--- src/rtl/oled_pkg.sv ---
// rtl/oled_pkg.sv - shared display geometry and streamer state encoding
package oled_pkg;
  localparam int H_PIXELS = 128;
  localparam int V_PIXELS = 64;
  localparam int PAGES    = V_PIXELS / 8;

  localparam logic [1:0] ST_IDLE = 2'd0;
  localparam logic [1:0] ST_READ = 2'd1;
  localparam logic [1:0] ST_HOLD = 2'd2;
  localparam logic [1:0] ST_DONE = 2'd3;

  typedef enum logic [1:0] {
    S_IDLE = ST_IDLE,
    S_READ = ST_READ,
    S_HOLD = ST_HOLD,
    S_DONE = ST_DONE
  } state_t;
endpackage

--- src/rtl/oled_page_streamer.sv ---
// rtl/oled_page_streamer.sv - streams the framebuffer as SSD1306 page-order column bytes
module oled_page_streamer #(
  parameter int H_PIXELS = oled_pkg::H_PIXELS,
  parameter int V_PIXELS = oled_pkg::V_PIXELS,
  parameter int LSB_TOP  = 1
) (
  input  logic       clk,
  input  logic       rst,
  input  logic       start,
  output logic       busy,
  output logic       frame_done,
  input  logic       fb_busy,
  output logic       fb_re,
  output logic       fb_r_mode,
  output logic [7:0] fb_r_xpos,
  output logic [7:0] fb_r_ypos,
  input  logic       fb_r_valid,
  input  logic [7:0] fb_dout,
  output logic [7:0] m_data,
  output logic       m_valid,
  input  logic       m_ready,
  output logic       m_first,
  output logic       m_page_start
);
  import oled_pkg::*;

  localparam int PAGES_L = V_PIXELS / 8;

  state_t     r_state;
  state_t     w_next;
  logic [7:0] r_col;
  logic [4:0] r_page;
  logic [7:0] r_data;
  logic       r_rd_first;
  logic [7:0] w_rev;
  logic       w_last;
  logic       w_cap;
  logic       w_hs;

  for (genvar i = 0; i < 8; i++) begin : g_bit
    if (LSB_TOP != 0) begin : g_rev
      assign w_rev[i] = fb_dout[7-i];
    end else begin : g_pass
      assign w_rev[i] = fb_dout[i];
    end
  end

  assign w_last = (r_page == 5'(PAGES_L - 1)) && (r_col == 8'(H_PIXELS - 1));
  // A stale r_data_valid may linger into the first READ cycle; never trust it.
  assign w_cap  = (r_state == S_READ) && !r_rd_first && fb_r_valid;
  assign w_hs   = (r_state == S_HOLD) && m_ready;

  always_ff @(posedge clk) begin
    if (rst) begin
      r_state    <= S_IDLE;
      r_col      <= '0;
      r_page     <= '0;
      r_data     <= '0;
      r_rd_first <= 1'b0;
    end else begin
      r_state    <= w_next;
      r_rd_first <= (w_next == S_READ) && (r_state != S_READ);
      if (r_state == S_IDLE && w_next == S_READ) begin
        r_col  <= '0;
        r_page <= '0;
      end
      if (w_cap) r_data <= w_rev;
      if (w_hs && !w_last) begin
        if (r_col == 8'(H_PIXELS - 1)) begin
          r_col  <= '0;
          r_page <= r_page + 5'd1;
        end else begin
          r_col <= r_col + 8'd1;
        end
      end
    end
  end

  always_comb begin
    w_next = r_state;
    case (r_state)
      S_IDLE: if (start && !fb_busy) w_next = S_READ;
      S_READ: if (w_cap) w_next = S_HOLD;
      S_HOLD: if (m_ready) w_next = w_last ? S_DONE : S_READ;
      S_DONE: w_next = S_IDLE;
      default: w_next = S_IDLE;
    endcase
  end

  assign busy         = (r_state == S_READ) || (r_state == S_HOLD);
  assign fb_re        = (r_state == S_READ);
  assign m_valid      = (r_state == S_HOLD);
  assign frame_done   = (r_state == S_DONE);
  assign fb_r_mode    = 1'b1;
  assign fb_r_xpos    = r_col;
  assign fb_r_ypos    = {r_page, 3'b000};
  assign m_data       = r_data;
  assign m_first      = m_valid && (r_col == 8'd0) && (r_page == 5'd0);
  assign m_page_start = m_valid && (r_col == 8'd0);
endmodule

--- config.mk ---
export PLATFORM = sky130hd
export DESIGN_NAME = oled_page_streamer
export DESIGN_NICKNAME = d
export VERILOG_FILES = /design/src/rtl/oled_pkg.sv /design/src/rtl/oled_page_streamer.sv
export SDC_FILE = /design/constraint.sdc
export NUM_CORES = 1
export LEC_CHECK = 0
export CAP_MARGIN = 10
export CORE_ASPECT_RATIO = 2
export CORE_UTILIZATION = 35
export DETAILED_ROUTE_END_ITERATION = 10
export DONT_BUFFER_PORTS = 1
export HOLD_SLACK_MARGIN = 0.08
export MAX_ROUTING_LAYER = met4
export PLACE_DENSITY_LB_ADDON = 0.2
export SYNTH_ARGS = -nofsm -noshare
export SYNTH_HDL_FRONTEND = slang
export SYNTH_SLANG_ARGS = --single-unit
--- constraint.sdc ---
create_clock -name clk -period 2.8 [get_ports clk]
set_clock_uncertainty 0.1 [all_clocks]
set_input_delay 0 -clock clk [delete_from_list [all_inputs] [get_ports clk]]
set_output_delay 0 -clock clk [all_outputs]
set_load 0.05 [all_outputs]
Word-level counts from Yosys, hierarchy flattened
Index checks and enable logic that the tools add are counted.
{"block": "op_classes", "reduce_logical": 18, "muxes": 11, "eq_ne": 7, "add_sub_neg": 2}
{"op": "two-way mux 8 bit", "n": 3}
{"op": "two-way mux 5 bit", "n": 3}
{"op": "logical AND 1 bit", "n": 10}
{"op": "adder 8 x 1 -> 8 bit, second input constant", "n": 1}
{"op": "== test 8 x 7 -> 1 bit, second input constant", "n": 1}
{"op": "zero test 8 bit", "n": 1}
{"op": "two-way mux 2 bit", "n": 4}
{"op": "one-hot mux 2 bit (4 select lines)", "n": 1}
{"op": "adder 5 x 1 -> 5 bit, second input constant", "n": 1}
{"op": "== test 5 x 3 -> 1 bit, second input constant", "n": 1}
{"op": "zero test 5 bit", "n": 1}
{"op": "== test 2 x 1 -> 1 bit, second input constant", "n": 2}
{"op": "== test 2 bit, second input constant", "n": 2}
{"op": "zero test 1 bit", "n": 3}
{"op": "zero test 2 bit", "n": 1}
{"op": "inequality test 2 x 1 -> 1 bit, second input constant", "n": 1}
{"op": "nonzero test 2 bit", "n": 1}
{"op": "logical OR 1 bit", "n": 1}
{"block": "word_totals", "register_bits": 24, "output_inout_bits": 31}

Depth between registers and ports, before layout
{"block": "logic_depth", "depth_word": 10, "ltp_mapped": 8, "depth_no_buf": 6}

Least setup slack after synthesis
Ideal clock, no wire load.
{"block": "synth_path", "path_type": "flip-flop to output port", "from": "register r_state[0]", "to": "output port m_first", "stages_incl_launch_ff": 7, "required_ns": 2.700, "arrival_time_ns": 2.780, "n_path_buf": 1, "path_slack_ns": -0.080, "path_cell_list": "dfxtp_1 -> inv_1 -> ha_1 -> buf_4 -> nand2_1 -> nor4_2 -> and4b_1"}
{"block": "synth_between", "elab_chain_len": 3}
{"item": "start, declared", "line": "oled_page_streamer.sv:29", "rtl": "state_t r_state;"}
{"item": "start signal, assigned", "line": "oled_page_streamer.sv:61", "rtl": "r_state <= w_next;"}
{"item": "== test 2 bit", "line": "oled_page_streamer.sv:92", "rtl": "assign m_valid = (r_state == S_HOLD);"}
{"item": "net m_valid", "line": "oled_page_streamer.sv:20", "rtl": "output logic m_valid,"}
{"item": "logical AND 1 bit"}
{"item": "net m_page_start", "line": "oled_page_streamer.sv:23", "rtl": "output logic m_page_start"}
{"item": "logical AND 1 bit", "line": "oled_page_streamer.sv:98", "rtl": "assign m_first = m_valid && (r_col == 8'd0) && (r_page == 5'd0);"}
{"item": "end, declared", "line": "oled_page_streamer.sv:22", "rtl": "output logic m_first,"}
The timed path passes the listed nets, and every way through them passes these cells.

Worst setup path in the final report
{"block": "layout_path", "from": "register r_state[1]", "to": "register r_page[0]"}
{"block": "layout_between", "elab_chain_len": 10}
{"item": "== test 2 x 1 -> 1 bit", "line": "oled_page_streamer.sv:50, oled_page_streamer.sv:81"}
{"item": "logical AND 1 bit (2 in a row)", "line": "oled_page_streamer.sv:50", "rtl": "assign w_cap = (r_state == S_READ) && !r_rd_first && fb_r_valid;"}
{"item": "two-way mux 2 bit", "line": "oled_page_streamer.sv:83", "rtl": "S_READ: if (w_cap) w_next = S_HOLD;"}
{"item": "one-hot mux 2 bit (4 select lines)", "line": "oled_page_streamer.sv:81", "rtl": "case (r_state)"}
{"item": "== test 2 x 1 -> 1 bit", "line": "oled_page_streamer.sv:63", "rtl": "if (r_state == S_IDLE && w_next == S_READ) begin"}
{"item": "logical AND 1 bit", "line": "oled_page_streamer.sv:63"}
{"item": "two-way mux 5 bit", "line": "oled_page_streamer.sv:63"}
{"item": "two-way mux 5 bit", "line": "oled_page_streamer.sv:69", "rtl": "if (r_col == 8'(H_PIXELS - 1)) begin"}
{"item": "two-way mux 5 bit *", "line": "oled_page_streamer.sv:68", "rtl": "if (w_hs && !w_last) begin"}
{"item": "end signal, assigned", "line": "oled_page_streamer.sv:71", "rtl": "r_page <= r_page + 5'd1;"}
{"item": "end, declared", "line": "oled_page_streamer.sv:32", "rtl": "logic [4:0] r_page;"}
Every way passes the cells marked *; elsewhere a longest branch is shown, timed or not.
A chain may end at the register's enable or synchronous reset.

==> results.json <==
{
  "cts_root_buf": "clkbuf_8",
  "grt_max_degree": 24,
  "cap_viol_max_count": 0,
  "finalCriticalPeriod_ps": 2357,
  "grt_pass1_wl_mm": 6.210,
  "grt_use_total_pct": 19.50,
  "clock_sinks": 24,
  "cts_max_level": 1,
  "final_layout_size_suffix_gt1_share_pct": 13.43,
  "antenna_found_initial": 0,
  "synth_cell_type_count": 44,
  "avgSynthCellArea_um2": 8.161,
  "end_kind": "register",
  "path_depth": 5,
  "crit_type": "reg -> reg",
  "netlist_instances": 178,
  "num_rows": 32,
  "setup-tns-final_ps": 0,
  "drc_errors": 0,
  "place_hpwl_mm": 2.673,
  "reg2regPathDepth": 5,
  "vias": 1385,
  "area_delta_synth_final_pct": 23.77,
  "setup_viol": 0,
  "wl_mm": 3.822,
  "cts_made_buffers": 3,
  "slowest_delay_ps": 710,
  "hold_path_depth": 4,
  "antenna_cells": 0,
  "comb_power_share_pct": 40.7,
  "critPathMaxFanout": 11,
  "crit_required_ps": 2840,
  "stdcell_area_um2": 1798,
  "cts_tree": "built",
  "ys_seq_area_share_pct": 33.07,
  "firstDrtPassIters": 4,
  "critPathBufInv": 0,
  "cp.arrival_ps": 2400,
  "utilization_pct": 45.82,
  "cts_buffer_depth": 2,
  "syn_area_um2": 1453,
  "power_frac_clock_pct": 21.2,
  "synth_area_leaders": "dfxtp_1, nand3_1, ha_1",
  "crit_family": "simple AND/OR/NAND/NOR gates",
  "hold_path_class": "in -> reg",
  "switching_power_w": 0.0004948,
  "yosysTopAreaCellShare_pct": 33.07,
  "start_util_pct": 37.02,
  "synth_seq_cells": 24,
  "outcome": "finished, final reports clean",
  "startpoint_type": "register",
  "clk_latency_ps": 270,
  "overflow": 0,
  "ff_latch_area_um2": 480.5,
  "dp.cells": 231,
  "drt_iter0_drc": 30,
  "port_buffers": 0,
  "post_dp_cell_area_um2": 1573,
  "yosys.area.top_type": "dfxtp_1",
  "nets": 224,
  "multi_input_area_um2": 865.8,
  "die-area_um2": 4428,
  "coreArea_um2": 3924,
  "internal_power_w": 0.0006522,
  "finalMaxSlewViolations": 0,
  "peakVddDrop_mv": 0.5257,
  "ios": 45,
  "rsz0062_at_grt": "false",
  "clkTransAtPathRegs_ps": 90,
  "p_leak_nw": 0.6456,
  "worst-slew-pin-transition_ps": 836.8,
  "path_cells": "ha_1 > nand2_1 > or4_1 > nand4b_1 > o31ai_2",
  "final_cell_mix": "nand3_1, dfxtp_1, a21oi_1, dlygate4sd3_1",
  "synth_edf_count": 0,
  "die_y_um": 93.11,
  "die_w_um": 47.56,
  "synth_ff_type": "dfxtp_1",
  "slew_headroom_pct": 44.03,
  "fillers": 416,
  "hold_viol_final": 0,
  "avgRoutedWirePerCell_um": 15.17,
  "antenna_left": 0,
  "vias_per_cell": 5.496,
  "final_cells": 252,
  "seqPwrFrac_pct": 38.1,
  "fmax_mhz": 424.2,
  "p_per_area_nw_per_um2": 637.9,
  "gp_routability_congestion": 0.7773,
  "period_share_pct": 84.18,
  "async_flop_share_pct": 0,
  "yosysWarningCount": 0,
  "slowest_stage": "or4_1",
  "grt_pass1_vias": 1398,
  "swShare_pct": 43.13
}
## cells by family after synthesis
logic type      synth area share [%]
compound gates                 16.71
xor+xnor                      0.6030
fa+ha+maj                      6.891
buf+inv                        8.441
flops                          33.07
mux                           0.6891
other cells                   0.5170
simple gates                   33.07
## worst reg2reg max path: stages (launching register included)
cell	delay [ps]
dfxtp_1	440
ha_1	410
nand2_1	310
or4_1	710
nand4b_1	180
o31ai_2	80
## routing by layer
layer  track usage (%)  wire length, um  up-vias
li1                  -                -      678
met1             19.16             1385      649
met4             9.954              119        0
met2             33.90             2124       49
met5                 -                0        -
met3             3.668              193        9
## power groups by stage
stage / logic, W / registers [W] / clock network [W]
final: 0.000467 / 0.000437 / 0.000243
after global routing: 0.000505 / 0.000442 / 0.000258
after CTS: 0.000466 / 0.000437 / 0.000250
after detailed placement: 0.000435 / 0.000444 / 0
after global placement: 0.000426 / 0.000444 / 0
after floorplan: 0.000351 / 0.000449 / 0
## final cells by class
| type | instances | share of cell area [%] |
|---|---|---|
| Clock buffer | 4 | 3.062 |
| Sequential cell | 24 | 26.72 |
| Timing Repair Buffer | 33 | 16.84 |
| Inverter | 8 | 1.670 |
| Multi-Input combinational cell | 132 | 48.16 |
| Tap cell | 51 | 3.549 |
## state kept, by name (all words and copies together) (netlist names)
register	flops
m_data	8
r_page	5
r_state	2
fb_r_xpos	8
r_rd_first	1
## worst paths after layout
path | startpoint | end | slack (ps)
setup / recovery | r_state[1] | r_page[0] | 440
hold / removal | start | r_state[0] | 90
setup reg to reg | r_state[1] | r_page[0] | 440
hold reg to reg | r_page[3] | r_page[3] | 440
## through the flow
| stage | hold WS [ps] | power [W] | setup slack, ps |
|---|---|---|---|
| finish | 89.40 | 0.001147 | 442.8 |
| CTS | 87.82 | 0.001153 | 459.8 |
| global route | 118.9 | 0.001205 | 265.9 |
| global placement | -28.53 | 0.0008706 | 507.9 |
| detailed placement | -27.02 | 0.0008789 | 497.7 |
| floorplan | 47.70 | 0.0007994 | 247.4 |
## timing repair
item / CTS / global route
buffers inserted: 0 / 0
resized for setup: 0 / 0
endpoints found under the hold margin: 24 / 0
hold buffers: 17 / 0
## cell usage after synthesis (2+ instances only)
cell,number
nor3_1,2
nor2b_1,2
dfxtp_1,24
or4_1,3
nor4_2,2
buf_2,5
a21oi_1,17
nor2_1,7
nand4_1,2
nand3_1,24
nand2b_1,4
nand3b_1,5
o21ai_0,3
a31oi_1,5
and4_1,2
ha_1,8
inv_1,8
nand2_1,15
clkbuf_1,5
buf_4,5
a21o_1,2
conb_1,2
nand4b_1,5
(Power assumes the default switching activity.)
